### src/rtl/enc_pkg.sv
// Shared widths and state encoding for the 8-to-3 event encoder.
package enc_pkg;

  localparam int unsigned N_LINES = 8;
  localparam int unsigned IDX_W   = 3;

  typedef enum logic [0:0] {
    IDLE = 1'b0,
    HOLD = 1'b1
  } state_e;

endpackage

### src/rtl/lsb_find8.sv
// Combinational lowest-set-bit finder: returns a found flag, the binary index and a one-hot mask.
module lsb_find8
  import enc_pkg::*;
(
  input  logic [N_LINES-1:0] vec,
  output logic               found,
  output logic [IDX_W-1:0]   idx,
  output logic [N_LINES-1:0] mask
);

  always_comb begin
    found = 1'b0;
    idx   = '0;
    mask  = '0;
    // Scan from the top so the lowest set bit is the last one written.
    for (int i = N_LINES - 1; i >= 0; i--) begin
      if (vec[i]) begin
        found = 1'b1;
        idx   = IDX_W'(i);
        mask  = N_LINES'(1) << i;
      end
    end
  end

endmodule

### src/rtl/event_encoder_8to3.sv
// Latches event pulses into a pending set and emits one index per event, lowest first,
// over a valid/ready handshake; a second event on a still-pending line sets a sticky overflow.
module event_encoder_8to3
  import enc_pkg::*;
(
  input  logic               clk,
  input  logic               rst,
  input  logic [N_LINES-1:0] ev,
  input  logic               out_ready,
  input  logic               ovf_clr,
  output logic               out_valid,
  output logic [IDX_W-1:0]   out_idx,
  output logic [N_LINES-1:0] pending,
  output logic               overflow
);

  state_e             state_q, state_d;
  logic [N_LINES-1:0] pending_q, pending_d;
  logic [IDX_W-1:0]   idx_q, idx_d;
  logic               ovf_q, ovf_d;

  logic [N_LINES-1:0] cand;
  logic               cand_found;
  logic [IDX_W-1:0]   cand_idx;
  logic [N_LINES-1:0] cand_mask;
  logic               can_load;
  logic               load;
  logic [N_LINES-1:0] load_mask;
  logic [N_LINES-1:0] collide;

  assign cand = pending_q | ev;

  lsb_find8 u_lsb_find8 (
    .vec   (cand),
    .found (cand_found),
    .idx   (cand_idx),
    .mask  (cand_mask)
  );

  always_comb begin
    can_load  = (state_q == IDLE) || out_ready;
    load      = can_load && cand_found;
    load_mask = load ? cand_mask : '0;

    // A fresh event on the line being loaded this cycle is re-queued rather than lost.
    pending_d = (cand & ~load_mask) | (ev & pending_q & load_mask);
    collide   = ev & pending_q & ~load_mask;

    ovf_d = ovf_q;
    if (|collide) begin
      ovf_d = 1'b1;
    end else if (ovf_clr) begin
      ovf_d = 1'b0;
    end

    state_d = state_q;
    idx_d   = idx_q;
    if (load) begin
      state_d = HOLD;
      idx_d   = cand_idx;
    end else if ((state_q == HOLD) && out_ready) begin
      state_d = IDLE;
    end
  end

  always_ff @(posedge clk) begin
    if (rst) begin
      state_q   <= IDLE;
      pending_q <= '0;
      idx_q     <= '0;
      ovf_q     <= 1'b0;
    end else begin
      state_q   <= state_d;
      pending_q <= pending_d;
      idx_q     <= idx_d;
      ovf_q     <= ovf_d;
    end
  end

  assign out_valid = (state_q == HOLD);
  assign out_idx   = idx_q;
  assign pending   = pending_q;
  assign overflow  = ovf_q;

endmodule
### config.mk
export PLATFORM = sky130hd
export DESIGN_NAME = event_encoder_8to3
export DESIGN_NICKNAME = d
export VERILOG_FILES = /design/src/rtl/enc_pkg.sv /design/src/rtl/lsb_find8.sv /design/src/rtl/event_encoder_8to3.sv
export SDC_FILE = /design/constraint.sdc
export NUM_CORES = 1
export LEC_CHECK = 0
export CORE_MARGIN = 5
export CORE_UTILIZATION = 45
export CTS_CLUSTER_DIAMETER = 80
export DETAILED_ROUTE_END_ITERATION = 7
export GPL_TIMING_DRIVEN = 1
export PLACE_DENSITY = 0.75
export SKIP_CTS_REPAIR_TIMING = 1
export SYNTH_ARGS = -nofsm -noshare
export SYNTH_HDL_FRONTEND = slang
export SYNTH_HIERARCHICAL = 1
export SYNTH_SLANG_ARGS = --single-unit
### constraint.sdc
create_clock -name clk -period 2.9 [get_ports clk]
set_input_delay 0.29 -clock clk [delete_from_list [all_inputs] [get_ports clk]]
set_output_delay 0.29 -clock clk [all_outputs]
set_load 0.005 [all_outputs]
# == Word level (Yosys, flattened, before mapping) ==
# Cells that the tools add are included.
# totals
output_inout_bits,13
ramBits,0
word_cells,47
rom_bits,0
register_bits,13
latch_bits,0
n_memories,0
input_bits,12
# op_classes
n_mux,29
div_mod_pow,0
order_cmp,0
reduce_logical,6
multipliers,0
n_addsub,0
n_eq_ne,0
n_bitwise,8
shifts,0
# op_table
operator,n
$mux 8,9
$and 8x8->8,4
$mux 3,8
$or 8x8->8,2
$mux 1,12
$not 8->8,1
$reduce_or 8->1,1
$reduce_bool 2->1,2
$logic_and 1x1->1,2
$logic_or 1x1->1,1
$not 1->1,1

# == Logic depth before layout (Yosys ltp) ==
# Gate-level depths: netlist (run 1).
# depth
depth_word,15
ltp_mapped,8
mapped_depth_nobuf,7

# == By module ==
# Netlist (run 1), hierarchy kept.
# modules_own_cells
mod,instances,cells_each,area_per_inst_um2
event_encoder_8to3,1,80,648.1
lsb_find8,1,23,145.1

# == Worst setup path after synthesis (run 1) ==
# No wires, ideal clock.
# synth_timing
path_kind,reg2reg
start,reg pending_q[3] (netlist: pending[3])
end,reg ovf_q (netlist: overflow)
setup_slack_ps,891
stages_incl_launch_ff,9
arrival_ps,1929
setup_time_ps,81
path_cell_list,dfxtp_1 or2_2 or4_4 nor3_2 nand2_1 buf_6 nand3_1 a32oi_1 a41oi_1
# synth_between
elab_chain_cells,11
word_cells_on_any_way,17
cone_classes,10 x mux; 4 x bitwise; 3 x reduce/logical
# synth_lines
item,line_no,rtl
from (decl),event_encoder_8to3.sv:18,"logic [N_LINES-1:0] pending_q, pending_d;"
from (signal assigned),event_encoder_8to3.sv:74,pending_q <= pending_d;
$or 8x8->8 *,event_encoder_8to3.sv:31,assign cand = pending_q | ev;
via cand[3],event_encoder_8to3.sv:22,logic [N_LINES-1:0] cand;
$mux 1 * (4 in series),lsb_find8.sv:17,if (vec[i]) begin
via cand_found,event_encoder_8to3.sv:23,logic cand_found;
$logic_and 1x1->1 *,event_encoder_8to3.sv:42,load = can_load && cand_found;
$mux 8 *,event_encoder_8to3.sv:43,load_mask = load ? cand_mask : '0;
$not 8->8 *,event_encoder_8to3.sv:47,collide = ev & pending_q & ~load_mask;
$and 8x8->8 *,event_encoder_8to3.sv:47,
$reduce_or 8->1 *,event_encoder_8to3.sv:50,if (|collide) begin
$mux 1 / $reduce_bool 2->1 (equally long branches),n/a,
to (signal assigned),event_encoder_8to3.sv:76,ovf_q <= ovf_d;
to (decl),event_encoder_8to3.sv:20,"logic ovf_q, ovf_d;"
# Mark *: on every way through the listed nets, which the timed path passes. The rest lies on a longest branch.
# A chain may end at the register's enable or synchronous reset.

# == Final worst setup path (run 1) ==
# layout_timing
start,in ev[2]
end,reg ovf_q (netlist: overflow)
# layout_between
elab_chain_cells,10
word_cells_on_any_way,15
cone_classes,8 x mux; 4 x bitwise; 3 x reduce/logical
# layout_lines
item,line_no,rtl
from (decl),event_encoder_8to3.sv:8,"input logic [N_LINES-1:0] ev,"
$or 8x8->8 *,event_encoder_8to3.sv:31,
via cand[2],event_encoder_8to3.sv:22,
$mux 1 * (3 in series),lsb_find8.sv:17,
via cand_found,event_encoder_8to3.sv:23,
$logic_and 1x1->1 *,event_encoder_8to3.sv:42,
$mux 8 *,event_encoder_8to3.sv:43,
$not 8->8 *,event_encoder_8to3.sv:47,
$and 8x8->8 *,event_encoder_8to3.sv:47,
$reduce_or 8->1 *,event_encoder_8to3.sv:50,
$mux 1 / $reduce_bool 2->1 (equally long branches),n/a,
# Marks and branches as above.

==> flow_summary.ini, run 1 <==
[clocking]
numClockSinks = 13
htree_num_levels = 1
cts_buffer_depth = 2
cts_made_buffers = 3
cts-root-buf = clkbuf_4
clk_pin_slew_worst_paths_ns = 0.08
clock_latency_ns = 0.28
cts_tree = yes

[timing]
drv_slew = 0
tns_ns = 0
worstMarginPinSlew_ns = 0.4864
timing.slew.headroom_pct = 67.49
min_period_over_period_pct = 87.32
finClkSkew_ns = 0.0005629
setup_violations = 0
finalHoldViolations = 0
rsz0062_at_grt = no
worst_slack_ns = 0.3676
period_needed_ns = 2.532
fmax_mhz = 394.9

[logic_synthesis]
syn_area_per_cell_um2 = 7.702
synth-edff-count = 0
netlist_instances = 103
synthArstFlopShare_pct = 0
ys_types = 27
synth.largest_area_cell = dfxtp_1
syn-num-nets = 115
synth_top_area_share_pct = 32.81
yosysWarningCount = 6
synth-main-ff-cell = dfxtp_1
synth_area_leaders = dfxtp_1, a21oi_1, nand2_1
synth_area_um2 = 793.3
synth.ff_latch_count = 13
synth-seq-area-share_pct = 32.81

[setup_path]
r2r_end = overflow
critPathRequiredTime_ns = 3.10
rr_worst_depth = 7
endpoint_kind = flip-flop
rr_startpoint = pending[3]
critPathMaxFanout = 14
r2r_setup_slack_ns = 0.49
worstSetupStartpointType = input port
worstPathArrival_ns = 2.73
path_class = input port to flip-flop

[floorplan]
io-pin-count = 25
placementRows = 15
die_w_um = 51.99
dieArea_um2 = 2702
core_area_um2 = 1708
die_h_um = 51.99
initial_core_util_pct = 46.45

[detailed_routing]
wl_per_cell_um = 12.32
postRouteWirelength_um = 1873
antenna_left = 0
routed_via_density = 5.375
route.detailed.drc = 0
vias = 817
drtPass1Iterations = 4
drt-initial-drc-count = 14

[power]
clkPwrFrac_pct = 27.2
swShare_pct = 27.28
p_int_w = 0.0003029
switchingPower_w = 0.0001136
ir_worst_vdd_v = 0.0002853
powerDensity_nw_per_um2 = 394.0
p_comb_share_pct = 24.8
p_total_w = 0.0004165
p_leak_nw = 0.3978
pwr-share-seq_pct = 48.0

[hold_path]
min-delay-start = out_idx[0]
hold_path_class = flip-flop to flip-flop
hold_end = out_idx[0]
hold_path_depth = 2

[global_route]
overflow = 0
antenna_found_initial = 0
grt_max_degree = 15
grt_usage_pct = 15.12
grt_pass1_vias = 728
grt_pass1_wl_um = 3077

[placed_design]
dpl.cell_count = 148
dp_hpwl_um = 1428
place_congestion = 0.8080
place_ws_ns = 0.1114
portBuffers = 24

[cells_and_area]
synthToLayoutAreaGrowth_pct = 33.28
fin_cells = 152
nNetsFinal = 140
postLayoutCoreUtil_pct = 61.90
drive_gt1_share_pct = 14.17
diodes = 0

[run_status]
status = finished, final reports clean

[run]
cap_violations = 0
-- power groups by stage --
stage / sequential, W / combinational [W] / clock, W
floorplan: 0.000205 / 0.0000530 / 0
global placement: 0.000203 / 0.000101 / 0
detailed placement: 0.000204 / 0.000103 / 0
CTS: 0.000200 / 0.000104 / 0.000116
global route: 0.000202 / 0.000113 / 0.000129
finish: 0.000200 / 0.000103 / 0.000113
-- layout by cell type, fill, tap and decap left out --
cell,instances
dfxtp_1,13
clkbuf_4,3
nand2b_4,1
a31oi_1,1
nand3_2,3
nand2_1,14
inv_1,2
o21ai_0,9
nor3b_1,3
o41ai_1,1
or4_4,1
a21oi_1,13
a311oi_1,1
nor2_1,5
nand3_1,8
and2b_2,1
a41oi_1,1
or2_2,8
and2_0,1
nor2b_1,3
and2_1,4
a211oi_1,1
a32oi_1,3
clkbuf_1,1
clkdlybuf4s50_1,24
nor3_2,1
o21bai_1,1
-- routing by layer --
layer | wire length (um) | vias to the layer above | track usage [%]
met5 | 0 | - | 0
li1 | - | 417 | -
met1 | 843 | 375 | 17.74
met3 | 122 | 5 | 4.011
met2 | 870 | 20 | 24.90
met4 | 37 | 0 | 7.860
-- registers in the layout, summed over array words and instances (netlist names) --
register   flops
out_valid      1
pending        8
overflow       1
out_idx        3
-- cell type report --
class                      count  area (um^2)
clock buffer                   4        26.28
fill                         159        650.6
inverter                       2        7.507
multi-input combinational     84        491.7
sequential                    13        260.3
tap                           25        31.28
timing repair buffer          24        240.2
-- critical path: stages --
cell	delay, ns
clkdlybuf4s50_1	0.45
or2_2	0.33
or4_4	0.56
nor3_2	0.17
nand2_1	0.34
nand3_1	0.24
a32oi_1	0.15
a41oi_1	0.19
-- cell families (layout without fill, tap and decap cells) --
kind of cell,Yosys count,count (layout),synth area share [%]
simple gates,53,53,38.80
flops,13,13,32.81
compound gates,31,31,23.19
buf+inv,6,30,5.205
-- how the worst max path moves through the flow --
stage,from,to
floorplan,pending[3],overflow
global placement,ev[3],overflow
detailed placement,ev[2],overflow
CTS,ev[2],overflow
global route,ev[2],overflow
finish,ev[2],overflow
-- cell usage after synthesis (2+ instances only) --
cell     number
nor2_1        5
o21ai_0       9
nand3_1       8
and2_1        4
or2_2         8
dfxtp_1      13
nor2b_1       3
a32oi_1       3
a21oi_1      13
nor3b_1       3
nand3_2       3
inv_1         2
buf_6         2
nand2_1      14
-- through the flow --
step                      hold WS (ns)  cell area, um^2
after floorplan                 0.3591            793.3
after global placement          0.4443             1031
after detailed placement        0.4505             1031
after CTS                       0.4624             1057
after global routing            0.4988             1057
final                           0.4581             1057
Note: power is estimated with default switching activity, not from simulation.
==> run 2: changes to the inputs <==
Settings changed: TNS_END_PERCENT set to 30.
==> results of run 2 <==
The final DEF is identical to that of run 1; final timing and power are the same.
